===== config.mk =====
export PLATFORM = sky130hd
export DESIGN_NAME = apuf_eval_ctrl
export DESIGN_NICKNAME = d
export VERILOG_FILES = /design/src/rtl/apuf_ctrl_pkg.sv /design/src/rtl/apuf_timer.sv /design/src/rtl/apuf_eval_ctrl.sv
export SDC_FILE = /design/constraint.sdc
export NUM_CORES = 1
export LEC_CHECK = 0
export ABC_AREA = 0
export BUFFER_PORTS_ARGS = -buffer_cell sky130_fd_sc_hd__buf_2
export CAP_MARGIN = 20
export CORE_ASPECT_RATIO = 0.75
export CORE_UTILIZATION = 47
export DETAILED_ROUTE_END_ITERATION = 6
export GPL_TIMING_DRIVEN = 0
export MAX_ROUTING_LAYER = met4
export PLACE_DENSITY = 0.74
export SLEW_MARGIN = 20
export SYNTH_ARGS = -nofsm -noshare
export SYNTH_HDL_FRONTEND = slang
export SYNTH_HIERARCHICAL = 1
export SYNTH_SLANG_ARGS = --single-unit

===== constraint.sdc =====
create_clock -name clk -period 6.1 [get_ports clk]
set_input_delay 0.305 -clock clk [delete_from_list [all_inputs] [get_ports clk]]
set_output_delay 0.305 -clock clk [all_outputs]
set_load 0.03 [all_outputs]

===== src/rtl/apuf_ctrl_pkg.sv =====
// Shared types and helpers for the arbiter-PUF evaluation controller.
package apuf_ctrl_pkg;

  typedef enum logic [2:0] {
    IDLE,
    LOAD,
    FIRE,
    RELAX,
    DONE
  } state_e;

  // Bits needed to hold any value in 0..max_val (at least one bit).
  function automatic int unsigned cnt_width(input int unsigned max_val);
    return (max_val < 1) ? 1 : $clog2(max_val + 1);
  endfunction

endpackage


===== src/rtl/apuf_timer.sv =====
// Loadable down-counter that saturates at zero; zero_o flags the final cycle of a phase.
module apuf_timer #(
  parameter int unsigned W = 4
) (
  input  logic         clk_i,
  input  logic         rst_i,
  input  logic         load_i,
  input  logic [W-1:0] val_i,
  output logic         zero_o
);

  logic [W-1:0] cnt_q, cnt_d;

  always_comb begin
    cnt_d = cnt_q;
    if (load_i) begin
      cnt_d = val_i;
    end else if (cnt_q != '0) begin
      cnt_d = cnt_q - 1'b1;
    end
  end

  always_ff @(posedge clk_i or posedge rst_i) begin
    if (rst_i) begin
      cnt_q <= '0;
    end else begin
      cnt_q <= cnt_d;
    end
  end

  assign zero_o = (cnt_q == '0);

endmodule


===== src/rtl/apuf_eval_ctrl.sv =====
// Arbiter-PUF evaluation sequencer: settle challenge, fire trigger, sample arbiter, repeat.
// Macro APUF_MAJORITY_VOTE_EN enables NREP evaluations with majority vote; otherwise one evaluation.
module apuf_eval_ctrl
  import apuf_ctrl_pkg::*;
#(
  parameter int unsigned nStage   = 16,
  parameter int unsigned SETTLE_C = 4,
  parameter int unsigned RESP_C   = 8,
  parameter int unsigned RELAX_C  = 4,
  parameter int unsigned NREP     = 5
) (
  input  logic                      clk,
  input  logic                      rst,
  input  logic                      start,
  input  logic [nStage-1:0]         chal,
  output logic                      busy,
  output logic [nStage-1:0]         chal_o,
  output logic                      trig,
  input  logic                      arb_in,
  output logic                      resp,
  output logic [$clog2(NREP+1)-1:0] ones,
  output logic                      resp_valid
);

`ifdef APUF_MAJORITY_VOTE_EN
  localparam int unsigned NREP_E = NREP;
`else
  localparam int unsigned NREP_E = 1;
`endif

  localparam int unsigned OW   = $clog2(NREP + 1);
  localparam int unsigned SW   = cnt_width(NREP_E);
  localparam int unsigned TMAX = (SETTLE_C > RESP_C)
                                 ? ((SETTLE_C > RELAX_C) ? SETTLE_C : RELAX_C)
                                 : ((RESP_C > RELAX_C) ? RESP_C : RELAX_C);
  localparam int unsigned TW   = cnt_width(TMAX);

  // Timer holds duration-1 so that zero marks the last cycle of each phase.
  localparam logic [TW-1:0] SETTLE_V = TW'(SETTLE_C - 1);
  localparam logic [TW-1:0] RESP_V   = TW'(RESP_C - 1);
  localparam logic [TW-1:0] RELAX_V  = TW'(RELAX_C - 1);
  localparam logic [SW-1:0] NREP_V   = SW'(NREP_E);
  localparam logic [OW-1:0] HALF_V   = OW'(NREP_E / 2);

  state_e            state_q, state_d;
  logic [nStage-1:0] chal_q, chal_d;
  logic [SW-1:0]     smp_q, smp_d;
  logic [OW-1:0]     acc_q, acc_d;
  logic [OW-1:0]     ones_q, ones_d;
  logic              resp_q, resp_d;
  logic              trig_q, valid_q;
  logic              t_load;
  logic [TW-1:0]     t_val;
  logic              t_zero;

  apuf_timer #(
    .W(TW)
  ) u_timer (
    .clk_i (clk),
    .rst_i (rst),
    .load_i(t_load),
    .val_i (t_val),
    .zero_o(t_zero)
  );

  always_comb begin
    state_d = state_q;
    chal_d  = chal_q;
    smp_d   = smp_q;
    acc_d   = acc_q;
    ones_d  = ones_q;
    resp_d  = resp_q;
    t_load  = 1'b0;
    t_val   = '0;
    case (state_q)
      IDLE: begin
        if (start) begin
          chal_d  = chal;
          smp_d   = '0;
          acc_d   = '0;
          t_load  = 1'b1;
          t_val   = SETTLE_V;
          state_d = LOAD;
        end
      end
      LOAD: begin
        if (t_zero) begin
          t_load  = 1'b1;
          t_val   = RESP_V;
          state_d = FIRE;
        end
      end
      FIRE: begin
        if (t_zero) begin
          acc_d   = acc_q + OW'(arb_in);
          smp_d   = smp_q + 1'b1;
          t_load  = 1'b1;
          t_val   = RELAX_V;
          state_d = RELAX;
        end
      end
      RELAX: begin
        if (t_zero) begin
          if (smp_q < NREP_V) begin
            t_load  = 1'b1;
            t_val   = RESP_V;
            state_d = FIRE;
          end else begin
            resp_d  = (acc_q > HALF_V);
            ones_d  = acc_q;
            state_d = DONE;
          end
        end
      end
      DONE:    state_d = IDLE;
      default: state_d = IDLE;
    endcase
  end

  // trig and resp_valid are registered from the next state so they align with FIRE/DONE.
  always_ff @(posedge clk or posedge rst) begin
    if (rst) begin
      state_q <= IDLE;
      chal_q  <= '0;
      smp_q   <= '0;
      acc_q   <= '0;
      ones_q  <= '0;
      resp_q  <= 1'b0;
      trig_q  <= 1'b0;
      valid_q <= 1'b0;
    end else begin
      state_q <= state_d;
      chal_q  <= chal_d;
      smp_q   <= smp_d;
      acc_q   <= acc_d;
      ones_q  <= ones_d;
      resp_q  <= resp_d;
      trig_q  <= (state_d == FIRE);
      valid_q <= (state_d == DONE);
    end
  end

  assign busy       = (state_q != IDLE);
  assign chal_o     = chal_q;
  assign trig       = trig_q;
  assign resp       = resp_q;
  assign ones       = ones_q;
  assign resp_valid = valid_q;

endmodule


==> results.yml <==
outcome:
  status: "finished clean"
sta:
  fin_crit_sh_pct: 41.36
  max_freq_ghz: 0.3963
  setup_violations: 0
  maxSlewHeadroom_pct: 59.57
  skew_ns: 0.004008
  worst_slack_ns: 3.577
  hold_viol: 0
  finalSetupTns_ns: 0
  tightest_slew_ns: 0.6038
  finalMaxSlewViolations: 0
  period_needed_ns: 2.523
  rsz0062_at_grt: "no"
power_and_ir_drop:
  internal_power_mw: 0.5800
  p_leak_nw: 0.8970
  switching_share_pct: 39.71
  p_per_area_nw_per_um2: 535.8
  switching_power_mw: 0.3820
  ir_worst_vdd_v: 0.0002303
  clkPwrFrac_pct: 16.2
  power_frac_comb_pct: 46.4
  p_seq_share_pct: 37.4
final_layout:
  final_cell_mix: "buf_2, dfrtp_1, mux2_2"
  final.fill_count: 260
  drive_above_1_share_pct: 50.64
  area_delta_synth_final_pct: 24.57
  multi_input_area_um2: 569.3
  fin_nets: 179
  diodes: 0
  register_area_um2: 825.8
  final_common_cell: "buf_2"
place:
  dp_slack_ns: 3.608
  io_buffer_count: 42
  hpwl_mm: 1.894
  gp_congestion: 0.7799
logic_synthesis:
  synth-edff-count: 0
  syn_area_per_cell_um2: 13.60
  yosys.cell_types.count: 28
  syn-num-nets: 129
  ys_top_cells_by_area: "dfrtp_1, mux2_2, ha_1"
  syn_inst: 106
  synth_seq_cells: 33
  ys.flop_type: "dfrtp_1"
  yosysTopAreaCell: "dfrtp_1"
  yosysWarningCount: 6
  ys_seq_area_share_pct: 57.29
  syn_area_um2: 1441
  synth.top_cell.area_share_pct: 57.29
  synth_async_sr_flop_share_pct: 100.0
setup_path:
  arrival_ns: 2.68
  crit_fanout: 8
  critical_path_class: "reg -> reg"
  start_kind: "register"
  crit_buf_inv: 2
  slowest_stage: "dfrtp_1"
  slowest_delay_ns: 0.38
  cp-end-kind: "register"
  required_ns: 6.25
  crit_family: "simple AND/OR/NAND/NOR gates"
  path_cells: "inv_1 -> ha_1 -> nor3b_4 -> nand2_1 -> nor3b_1 -> nand2b_1 -> clkbuf_1 -> nor3_1 -> a221o_1"
die:
  die_h_um: 49.96
  start_util_pct: 49.10
  num_io_pins: 43
  die-area_um2: 3295
  core_um2: 2935
  rows: 17
  chipWidth_um: 65.95
job:
  drv_cap: 0
routing:
  drtIter0Drc: 30
  detail-route-antenna-nets: 0
  num_vias: 957
  drt-total-wl_mm: 2.537
  drc: 0
  viasPerCell: 4.933
  wire_per_inst_um: 13.08
  drtPass1Iterations: 6
cts:
  path_clk_slew_ns: 0.06
  cts_resized: 0
  cts_sinks: 33
  cts_tree: "done"
  htree_levels: 2
  clk_path_buf_depth: 2
  cts_made_buffers: 5
  cts-root-buf: "clkbuf_8"
  post_cts_buffers: 0
  clkLatencyLatePin_ns: 0.27
global_route:
  grt_pass1_wl_mm: 4.312
  grt_pass1_vias: 975
  grt_max_degree: 30
  antenna_found_initial: 0
  grt_use_total_pct: 18.39
  overflow: 0
min_path:
  hp-class: "in -> reg"
metal layers:
metal | vias to the layer above | track usage, % | part of all wire, %
met1 | 458 | 22.97 | 47
li1 | 469 | - | -
met2 | 28 | 28.74 | 47
met4 | 0 | 5.319 | 0.55
met3 | 2 | 5.787 | 5.3
met5 | - | - | 0
final cells by class:
| class | instances | share of cell area [%] |
|---|---|---|
| buffer | 4 | 1.742 |
| tap | 38 | 2.648 |
| timing repair buffer | 43 | 12.26 |
| sequential | 33 | 45.99 |
| multi-input combinational | 65 | 31.71 |
| inverter | 4 | 0.8362 |
| clock buffer | 7 | 4.808 |
state kept, by name, summed over array words and instances, names as in the netlist, 3 cells and up:
signal	flops
ones	3
state_q	3
u_timer/cnt_q	4
acc_q	3
chal_o	16
cell usage after synthesis, types with 2 or more instances:
cell type / instances
dfrtp_1: 33
mux2_2: 23
nand2_1: 8
inv_1: 4
ha_1: 3
nand2b_1: 3
nor3_1: 3
a21oi_1: 2
a22o_1: 2
buf_6: 2
mux2i_1: 2
nor2_1: 2
nor3b_1: 2
o21ai_0: 2
or3_1: 2
logic make-up after synthesis:
family / count (synthesis) / share of synthesized area [%]
compound gates: 9 / 4.428
xor+xnor: 1 / 0.6077
fa+ha+maj: 3 / 2.604
buf+inv: 8 / 3.211
flops: 33 / 57.29
mux: 25 / 19.36
other cells: 1 / 0.2602
simple gates: 26 / 12.24
what timing repair did:
item                                    CTS  global route
hold buffers                              1             0
hold endpoints to repair                  4             0
endpoints found under the setup margin    0             0
power groups by stage:
| stage | registers [mW] | logic, mW | clock network [mW] |
|---|---|---|---|
| after floorplan | 0.482 | 0.215 | 0 |
| after global placement | 0.356 | 0.435 | 0 |
| after detailed placement | 0.363 | 0.448 | 0 |
| after CTS | 0.359 | 0.449 | 0.161 |
| after global routing | 0.371 | 0.488 | 0.172 |
| final | 0.359 | 0.446 | 0.156 |
final timing paths:
path	end	slack [ns]	cells after the start	from
max in group asynchronous	resp$_DFFE_PP0P_	5.06	3	rst
worst max register to register	u_timer/cnt_q[3]$_DFFE_PP0P_	3.58	9	u_timer/cnt_q[0]$_DFFE_PP0P_
min in group asynchronous	u_timer/cnt_q[2]$_DFFE_PP0P_	0.48	3	rst
worst max-delay path	u_timer/cnt_q[3]$_DFFE_PP0P_	3.58	9	u_timer/cnt_q[0]$_DFFE_PP0P_
worst min-delay path	chal_o[8]$_DFFE_PP0P_	0.26	2	chal[8]
worst min register to register	chal_o[9]$_DFFE_PP0P_	0.50	1	chal_o[9]$_DFFE_PP0P_
through the flow:
stage	total power, mW	cells	hold WS (ns)	area [µm²]	util (%)
final	0.9620	194	0.2626	1795	61.17
after detailed placement	0.8110	186	0.2096	1699	57.89
after floorplan	0.6971	106	0.07108	1441	-
after CTS	0.9686	194	0.2590	1795	61.17
after global routing	1.030	194	0.2530	1795	61.17
after global placement	0.7910	186	0.2027	1699	57.89
No activity file was read; power rests on OpenSTA's default activity.
